### src/rtl/uart_pkg.sv
// Shared types for the UART IP: TX scheduler state encoding and gap-counter sizing.
package uart_pkg;

    typedef enum logic [2:0] {
        IDLE,
        READ,
        FETCH,
        START,
        WAIT,
        GAP,
        FLUSH
    } tx_sched_state_t;

    // Gap counter width, GAP_W = $clog2(GAP_CYCLES+1), kept at least 1 bit so GAP_CYCLES=0 still elaborates
    function automatic int gap_width(input int gap_cycles);
        return (gap_cycles < 1) ? 1 : $clog2(gap_cycles + 1);
    endfunction

endpackage

### src/rtl/uart_tx_sched.sv
// Moves TX FIFO bytes into uart_tx one frame at a time, with a programmable idle gap after each frame.
// Optional UART_TX_SCHED_FLUSH_EN adds i_flush, which discards the FIFO contents without transmitting.
module uart_tx_sched
    import uart_pkg::*;
#(
    parameter int SIZE_DATA  = 8,
    parameter int GAP_CYCLES = 0,
    parameter int CNT_W      = 16
) (
    input  logic                 i_clk,
    input  logic                 i_rst_n,
    input  logic                 i_enable,
    input  logic                 i_fifo_empty,
    output logic                 o_fifo_rd_en,
    input  logic [SIZE_DATA-1:0] i_fifo_data,
    output logic                 o_tx_start,
    output logic [SIZE_DATA-1:0] o_tx_data,
    input  logic                 i_tx_busy,
    input  logic                 i_tx_done,
`ifdef UART_TX_SCHED_FLUSH_EN
    input  logic                 i_flush,
`endif
    output logic                 o_busy,
    output logic [CNT_W-1:0]     o_frame_cnt
);

    localparam int GAP_W = gap_width(GAP_CYCLES);
    localparam logic [GAP_W-1:0] GAP_LAST = GAP_W'((GAP_CYCLES > 0) ? GAP_CYCLES - 1 : 0);

    tx_sched_state_t  state;
    logic [GAP_W-1:0] gap_cnt;
    logic             rd_pulse;

    always_ff @(posedge i_clk) begin
        if (!i_rst_n) begin
            state       <= IDLE;
            gap_cnt     <= '0;
            rd_pulse    <= 1'b0;
            o_tx_start  <= 1'b0;
            o_tx_data   <= '0;
            o_busy      <= 1'b0;
            o_frame_cnt <= '0;
        end else begin
            rd_pulse   <= 1'b0;
            o_tx_start <= 1'b0;
            case (state)
                IDLE: begin
`ifdef UART_TX_SCHED_FLUSH_EN
                    if (i_flush && !i_fifo_empty) begin
                        state  <= FLUSH;
                        o_busy <= 1'b1;
                    end else
`endif
                    if (i_enable && !i_fifo_empty && !i_tx_busy) begin
                        state    <= READ;
                        rd_pulse <= 1'b1;
                        o_busy   <= 1'b1;
                    end
                end
                READ: begin
                    state <= FETCH;
                end
                // FIFO read data is valid in this cycle, one clock after the pop
                FETCH: begin
                    o_tx_data  <= i_fifo_data;
                    o_tx_start <= 1'b1;
                    state      <= START;
                end
                START: begin
                    state <= WAIT;
                end
                WAIT: begin
                    if (i_tx_done) begin
                        o_frame_cnt <= o_frame_cnt + CNT_W'(1);
                        if (GAP_CYCLES > 0) begin
                            state   <= GAP;
                            gap_cnt <= '0;
                        end else begin
                            state  <= IDLE;
                            o_busy <= 1'b0;
                        end
                    end
                end
                GAP: begin
                    if (gap_cnt == GAP_LAST) begin
                        state   <= IDLE;
                        gap_cnt <= '0;
                        o_busy  <= 1'b0;
                    end else begin
                        gap_cnt <= gap_cnt + GAP_W'(1);
                    end
                end
`ifdef UART_TX_SCHED_FLUSH_EN
                FLUSH: begin
                    if (i_fifo_empty) begin
                        state  <= IDLE;
                        o_busy <= 1'b0;
                    end
                end
`endif
                default: begin
                    state  <= IDLE;
                    o_busy <= 1'b0;
                end
            endcase
        end
    end

    // Flush pops follow the live empty flag so the final pop never lands on an empty FIFO
`ifdef UART_TX_SCHED_FLUSH_EN
    assign o_fifo_rd_en = rd_pulse | ((state == FLUSH) & ~i_fifo_empty);
`else
    assign o_fifo_rd_en = rd_pulse;
`endif

endmodule

### config.mk
export PLATFORM = sky130hd
export DESIGN_NAME = uart_tx_sched
export DESIGN_NICKNAME = d
export VERILOG_FILES = /design/src/rtl/uart_pkg.sv /design/src/rtl/uart_tx_sched.sv
export SDC_FILE = /design/constraint.sdc
export NUM_CORES = 1
export LEC_CHECK = 0
export ABC_AREA = 1
export BUFFER_PORTS_ARGS = -buffer_cell sky130_fd_sc_hd__buf_2
export CORE_AREA = 2 2 56 58
export CTS_BUF_LIST = sky130_fd_sc_hd__clkbuf_8
export DETAILED_ROUTE_END_ITERATION = 10
export DIE_AREA = 0 0 58 60
export PLACE_DENSITY = 0.84
export RECOVER_POWER = 25
export SLEW_MARGIN = 10
export SYNTH_ARGS = -nofsm -noshare
export SYNTH_HDL_FRONTEND = slang
export SYNTH_SLANG_ARGS = --single-unit
### constraint.sdc
create_clock -name i_clk -period 2.05 [get_ports i_clk]
set_input_delay 0.1025 -clock i_clk [delete_from_list [all_inputs] [get_ports i_clk]]
set_output_delay 0.1025 -clock i_clk [all_outputs]
set_load 0.05 [all_outputs]
# Word-level counts from Yosys, hierarchy flattened
# Index checks and enable logic that the tools add are counted.
# classes
eq_ne,8
n_reduce_logical,10
bitwise_logic,1
add_sub_neg,2
n_mux,11
# ops
cell,n
case mux 3 bit (6 select lines),1
"adder 16 x 1 -> 16 bit, second input constant",1
2-to-1 mux 3 bit,3
"== test 3 x 2 -> 1 bit, second input constant",2
"== test 3 bit, second input constant",2
2-to-1 mux 1 bit,6
"inequality test 2 bit, second input constant",3
case mux 1 bit (4 select lines),1
AND reduction 2 bit,2
AND reduction 4 bit,1
"== test 3 x 1 -> 1 bit, second input constant",1
zero test 3 bit,1
AND reduction 3 bit,1
OR reduction 3 bit,1
logical AND 1 bit,2
zero test 1 bit,2
"adder 1 bit, second input constant",1
NOT 1 bit,1
# word_totals
in_bits,14
register_bits,31
out_inout_bits,27
wordCells,39

# Depth between registers and ports, before layout
# Gate-level depths: netlist of the first run.
# depth
depth_word,5
mapped_depth,9
mapped_depth_nobuf,9

# Least setup slack after synthesis of the first run
# OpenSTA, ideal clock, no wires.
# synth_path
path_kind,register to register
start,register o_frame_cnt[1]
end,register o_frame_cnt[10]
t_required_ns,1.936
setup_time_ns,0.114
synth_period_minus_slack_ns,1.601
setup_slack_ns,0.449
t_arrival_ns,1.488
path_stages_with_launch,9
cell_sequence,dfxtp_1 ha_1 inv_1 nor2_1 nand2_1 nor2_4 nand2_1 o21ai_1 nor2_1
# synth_via
elab_chain_len,1
# synth_rtl
item,line,source
start: declaration,uart_tx_sched.sv:24,output logic [CNT_W-1:0] o_frame_cnt
start signal: assignment,uart_tx_sched.sv:74,o_frame_cnt <= o_frame_cnt + CNT_W'(1);
adder 16 x 1 -> 16 bit,uart_tx_sched.sv:74,
# Every way passes these cells.
# A chain may end at the register's enable or synchronous reset.

# Worst setup path in the final report of the first run
# layout_path
start,register state[1]
end,register o_frame_cnt[8]
# layout_via
elab_chain_len,2
# layout_rtl
item,line,source
start: declaration,uart_tx_sched.sv:30,tx_sched_state_t state;
start signal: assignment,uart_tx_sched.sv:36,state <= IDLE;
start signal: assignment,uart_tx_sched.sv:55,state <= READ;
start signal: assignment,uart_tx_sched.sv:61,state <= FETCH;
== test 3 bit,uart_tx_sched.sv:46,case (state)
AND reduction 2 bit (no line),n/a,
# Every way passes these cells.

==> reports/summary.txt, run 1 <==
outcome: complete, no violations
clock-pin slew on the worst setup and hold paths: 0.07 ns
Synth Area in XOR/XNOR: 0%
Yosys warnings: 0
Avg Inst Size Synth: 6.96 µm²
main combinational cell family by area after synthesis: simple AND/OR/NAND/NOR gates
Worst Setup Slack, final: 0.554 ns
total die area: 3480 µm²
Layout area overhead: 21.9%
Worst Path Max Fanout: 8
starting density of the core: 48.0%
skew final: 0.00425 ns
Num Clock Sinks: 30
GR Util All Layers: 18.8%
Hold WS: 0.0655 ns
Slew @ Worst Pin: 0.598 ns
simple-gate share of the synthesized area: 37.9%
CP startpoint kind: register
critical path endpoint category: register
Netlist cell types: 22
vias: 1364
Num CTS Buffers: 5
Pleak: 0.817 nW
Power Dens Cells: 828 nW/µm²
total core area: 2900 µm²
quantity of hold-fixing buffers added after cts: 0
Routed Antenna Nets: 0
Min-Delay Path Depth: 3
maximum VDD drop: 0.705 mV
Placement Setup Slack: 0.734 ns
die height: 60 µm
Synth Instances: 200
CTS tree: built
initial antenna violation count: 0
sequential area share after synthesis: 43.1%
CTS max path bufs: 2
final max-slew violation count: 0
I/O pins: 41
# DRC: 0
overflow left after global routing: 0
IO buf count: 40
Tot Pwr: 1.41 mW
Clk Latency, worst-skew pair: 0.28 ns
Setup-failing EPs final: 0
number of global-route vias before repair: 1173
antenna cells: 0
Critical Path RT: 2.23 ns
Hold Path Class: in -> reg
most frequent cells in the layout: nor2_1, nand2_1, inv_1
root buffer cell: clkbuf_8
row count: 20
Synth Cell Area: 1390 µm²
die width: 58 µm
H-tree Lvls: 2
syn nets: 215
maximum clock rate: 668 MHz
critical path arrival: 1.68 ns
Resized cells post-CTS: 0
TNS Setup: 0 ns
Post-CTS Repair Setup Buffers: 0
post-synthesis register bit count: 30
minimum clock period after layout: 1.50 ns
DRT Pass-1 Iters: 4
Post-Route WL: 2.86 mm
Final Wtd Congestion: 0.820
final hold violations: 0
most common library cell in the layout ignoring fill and taps: nor2_1
first-pass GRT wire length: 4.90 mm
RSZ-0062 raised after global routing: no
nets: 260
crit path kind: reg -> reg
average via count per standard cell: 4.89
Synth Area in Compound Gates: 8.81%
multiplexer share of the synthesized area: 0%
Adder-Cell Fraction of Synth Area: 0.898%
ratio of cells with drive above 1 in the final layout: 17.5%
Util after Layout: 58.5%
pin count of the biggest net entering global routing: 24
number of max-cap violations: 0
wire per inst: 10.3 µm
Slew HR: 60.3%
initial drt markers: 24
FF-to-FF path depth: 6
crit share post-route: 73.0%
Post-DP HPWL: 2.09 mm
-- logic make-up after synthesis --
group	after synthesis
simple gates	111
buf+inv	34
flops	30
compound gates	24
fa+ha+maj	1
-- path summary, 6_finish.rpt --
kind                          from                     endpoint  slack, ns
max          state[1]$_SDFFE_PN0P_  o_frame_cnt[8]$_SDFFE_PN0P_       0.55
min                 i_fifo_data[7]    o_tx_data[7]$_SDFFE_PN0N_       0.07
max reg2reg  state[1]$_SDFFE_PN0P_  o_frame_cnt[8]$_SDFFE_PN0P_       0.55
min reg2reg    o_busy$_SDFFE_PN0P_          o_busy$_SDFFE_PN0P_       0.45
-- state kept, by name, indices dropped and copies added (netlist names) --
signal / flops
state: 3
o_tx_start: 1
o_frame_cnt: 16
o_fifo_rd_en: 1
o_busy: 1
o_tx_data: 8
-- power by group --
group / internal [mW] / leakage, nW / switching, mW / total [mW]
logic: 0.0587 / 0.526 / 0.203 / 0.261
clock network: 0.269 / 0.0472 / 0.228 / 0.497
registers: 0.624 / 0.243 / 0.0227 / 0.647
total: 0.952 / 0.817 / 0.453 / 1.41
-- stage by stage --
| stage | cells | area, µm² |
|---|---|---|
| global route | 279 | 1700 |
| detailed placement | 271 | 1630 |
| global placement | 271 | 1630 |
| finish | 279 | 1700 |
| floorplan | 200 | 1390 |
| CTS | 279 | 1720 |
-- critical path: stages (launching register included) --
cell	delay [ns]
dfxtp_1	0.35
nor2_1	0.31
nand3_4	0.23
nor2_4	0.22
nand2_1	0.09
o21ai_1	0.14
nor2_1	0.05
-- cell usage after synthesis --
library cell / n / share of area (%)
nor2_8: 1 / 1.4
o21ai_0: 11 / 4.0
nor3_1: 4 / 1.4
nor4_1: 2 / 0.90
o21a_1: 1 / 0.54
nand3_4: 1 / 1.3
inv_1: 32 / 8.6
nand2_2: 2 / 0.90
buf_2: 1 / 0.36
nand3_2: 1 / 0.72
nand3b_1: 2 / 1.1
and3_1: 1 / 0.45
nor2_4: 3 / 2.4
nand2_1: 37 / 10
nor2_1: 40 / 11
a21oi_1: 9 / 3.2
nand3_1: 12 / 4.3
nand4_1: 5 / 2.2
clkbuf_1: 1 / 0.27
ha_1: 1 / 0.90
dfxtp_1: 30 / 43
o21ai_1: 3 / 1.1
-- metal layers --
metal	up-vias	share of wire, %	track usage [%]	wire length (µm)
met5	-	0	0	0
met1	608	47	22.7	1330
met3	5	4.4	4.76	126
met4	0	2.1	9.97	60
li1	726	-	-	-
met2	25	47	30.7	1340
-- cell type report --
type,instances,area (µm²)
clock buffers,6,82.6
clock inverters,2,12.5
fillers,284,1200
inverters,32,120
multi-input cells,136,656
flip-flops and latches,30,601
well taps,33,41.3
repair buffers,40,185
Note: power is estimated with default switching activity, not from simulation.
==> run 2, diff against run 1 <==
- CORE_AREA: 2 2 56 58 -> 2 2 57 59
- DIE_AREA: 0 0 58 60 -> 0 0 59 61
- clock period: 2.05 -> 1.3 ns (I/O delays scaled with it)
==> reports/summary.txt, run 2 (synthesis results as in run 1) <==
largest registers: o_frame_cnt: 16 flops, o_tx_data: 8 flops, state: 3 flops
root buffer cell: clkbuf_8
nets: 269 (+3.5%)
GR Util All Layers: 17.6% (-1.1 points)
IO buf count: 40 (unchanged)
total core area: 2950 µm² (+1.7%)
Hold Path Class: in -> reg
register area: 629 µm² (+4.8%)
Placement Setup Slack: 0.0330 ns (-0.701 ns)
clock-pin slew on the worst setup and hold paths: 0.06 ns (about the same)
Routed met2 length: 1.45 mm (+8.1%)
Pleak: 0.884 nW (+8.2%)
overflow left after global routing: 0 (unchanged)
Worst Setup Slack, final: 0.0418 ns (-0.512 ns)
total area of multi-input combinational cells: 707 µm² (+7.8%)
quantity of hold-fixing buffers added after cts: 0 (unchanged)
die width: 59 µm (+1.7%)
Layout fillers: 267 (-6.0%)
wire per inst: 10.7 µm (+4.6%)
Max Used Layer: met4
Num CTS Buffers: 5 (unchanged)
Post-Route WL: 3.09 mm (+8.0%)
I/O pins: 41 (unchanged)
CTS max path bufs: 2 (unchanged)
Final Wtd Congestion: 0.767 (-6.5%)
number of max-cap violations: 0 (unchanged)
wire length on met3: 169 µm (+34%)
final hold violations: 0 (unchanged)
crit share post-route: 96.8% (+24 points)
Hold WS: 0.0249 ns (-0.0406 ns)
Tot Pwr: 2.19 mW (+56%)
max FFs per register: 16 (unchanged)
outcome: complete, no violations
number of global-route vias before repair: 1153 (-1.7%)
Routed Antenna Nets: 0 (unchanged)
starting density of the core: 47.2% (-0.81 points)
CTS tree: built
initial drt markers: 53 (+120%)
Worst Path Max Fanout: 6 (-2)
final cell count without fillers: 288 (+3.2%)
first-pass GRT wire length: 4.66 mm (-4.8%)
Clk Latency, worst-skew pair: 0.28 ns (about the same)
row count: 20 (unchanged)
average via count per standard cell: 4.88 (-0.21%)
most common library cell in the layout ignoring fill and taps: nor2_1
Slew @ Worst Pin: 0.612 ns (+0.0140 ns)
crit path kind: reg -> reg
maximum clock rate: 795 MHz (+19%)
RSZ-0062 raised after global routing: yes
skew final: 0.00421 ns (-0.0000352 ns)
final max-slew violation count: 0 (unchanged)
total die area: 3600 µm² (+3.4%)
Slew HR: 59.4% (-0.93 points)
DRT met1 WL: 1.41 mm (+5.8%)
most frequent cells in the layout: nor2_1, nand2_1, inv_1
minimum clock period after layout: 1.26 ns (-0.238 ns)
vias: 1405 (+3.0%)
critical path arrival: 1.43 ns (-0.25 ns)
Post-DP HPWL: 2.20 mm (+5.4%)
H-tree Lvls: 2 (unchanged)
Critical Path RT: 1.48 ns (-0.75 ns)
pin count of the biggest net entering global routing: 14 (-42%)
critical path endpoint category: register
Setup-failing EPs final: 0 (unchanged)
Layout area overhead: 31.8%
maximum VDD drop: 0.764 mV (+8.3%)
Power Dens Cells: 1190 nW/µm² (+44%)
antenna cells: 0 (unchanged)
TNS Setup: 0 ns (unchanged)
Biggest register: o_frame_cnt
die height: 61 µm (+1.7%)
dpl cells: 275 (+1.5%)
CP startpoint kind: register
DRT Pass-1 Iters: 4 (unchanged)
Num Clock Sinks: 30 (unchanged)
ratio of cells with drive above 1 in the final layout: 31.4% (+14 points)
initial antenna violation count: 0 (unchanged)
# DRC: 0 (unchanged)
run 2: cell types whose count changed in the layout (fill, tap and decap cells not counted), moves of 3 or more:
cell | before | now
nand3_2 | 1 | 4
dfxtp_1 | 30 | 15
dfxtp_2 | 0 | 11
nand3_1 | 12 | 9
dfxtp_4 | 0 | 4
buf_4 | 0 | 9
o21ai_2 | 0 | 3
run 2: repair_timing:
| action | CTS | global route |
|---|---|---|
| setup endpoints to repair | 0 | 13 |
| hold endpoints to repair | 0 | 0 |
| setup buffers | 0 | 5 |
| resized for setup | 0 | 15 |
run 2: where the power goes:
group,switching (mW),internal [mW]
Clock,0.341,0.362
Sequential,0.0376,0.980
Combinational,0.337,0.131
Total,0.716,1.47
run 2: routing by layer:
metal  vias up  track usage (%)
met4         0             9.42
met3         6             6.61
li1        741                -
met5         -                0
met1       612             20.3
met2        46             28.6
run 2: layout make-up:
class | count | area share (%)
well taps | 33 | 2.25
clock buffers | 5 | 3.75
flip-flops and latches | 30 | 34.3
inverters | 32 | 6.54
multi-input cells | 136 | 38.5
repair buffers | 49 | 13.9
clock inverters | 3 | 0.750
run 2: worst paths after layout:
kind,from,to,slack (ns),depth (start not counted)
setup / recovery,o_frame_cnt[0]$_SDFFE_PN0P_,o_frame_cnt[10]$_SDFFE_PN0P_,0.04,8
hold / removal,i_fifo_data[5],o_tx_data[5]$_SDFFE_PN0N_,0.02,3
setup reg to reg,o_frame_cnt[0]$_SDFFE_PN0P_,o_frame_cnt[10]$_SDFFE_PN0P_,0.04,8
hold reg to reg,o_busy$_SDFFE_PN0P_,o_busy$_SDFFE_PN0P_,0.45,2
run 2: worst max-delay path, stage by stage, from the launching register on:
cell and delay [ns]:
dfxtp_4 0.36, ha_4 0.14, inv_2 0.03, nor2_1 0.07, nand2_1 0.09, nor2_4 0.21
nand2_2 0.09, o21ai_2 0.10, nor2_1 0.05
run 2: per-stage QoR:
step / util [%] / cell area (µm²)
5_1_grt: 62.2 / 1840
6_report: 62.2 / 1840
2_1_floorplan: - / 1420
3_5_place_dp: 56.9 / 1680
4_1_cts: 59.7 / 1760
3_3_place_gp: 56.9 / 1680
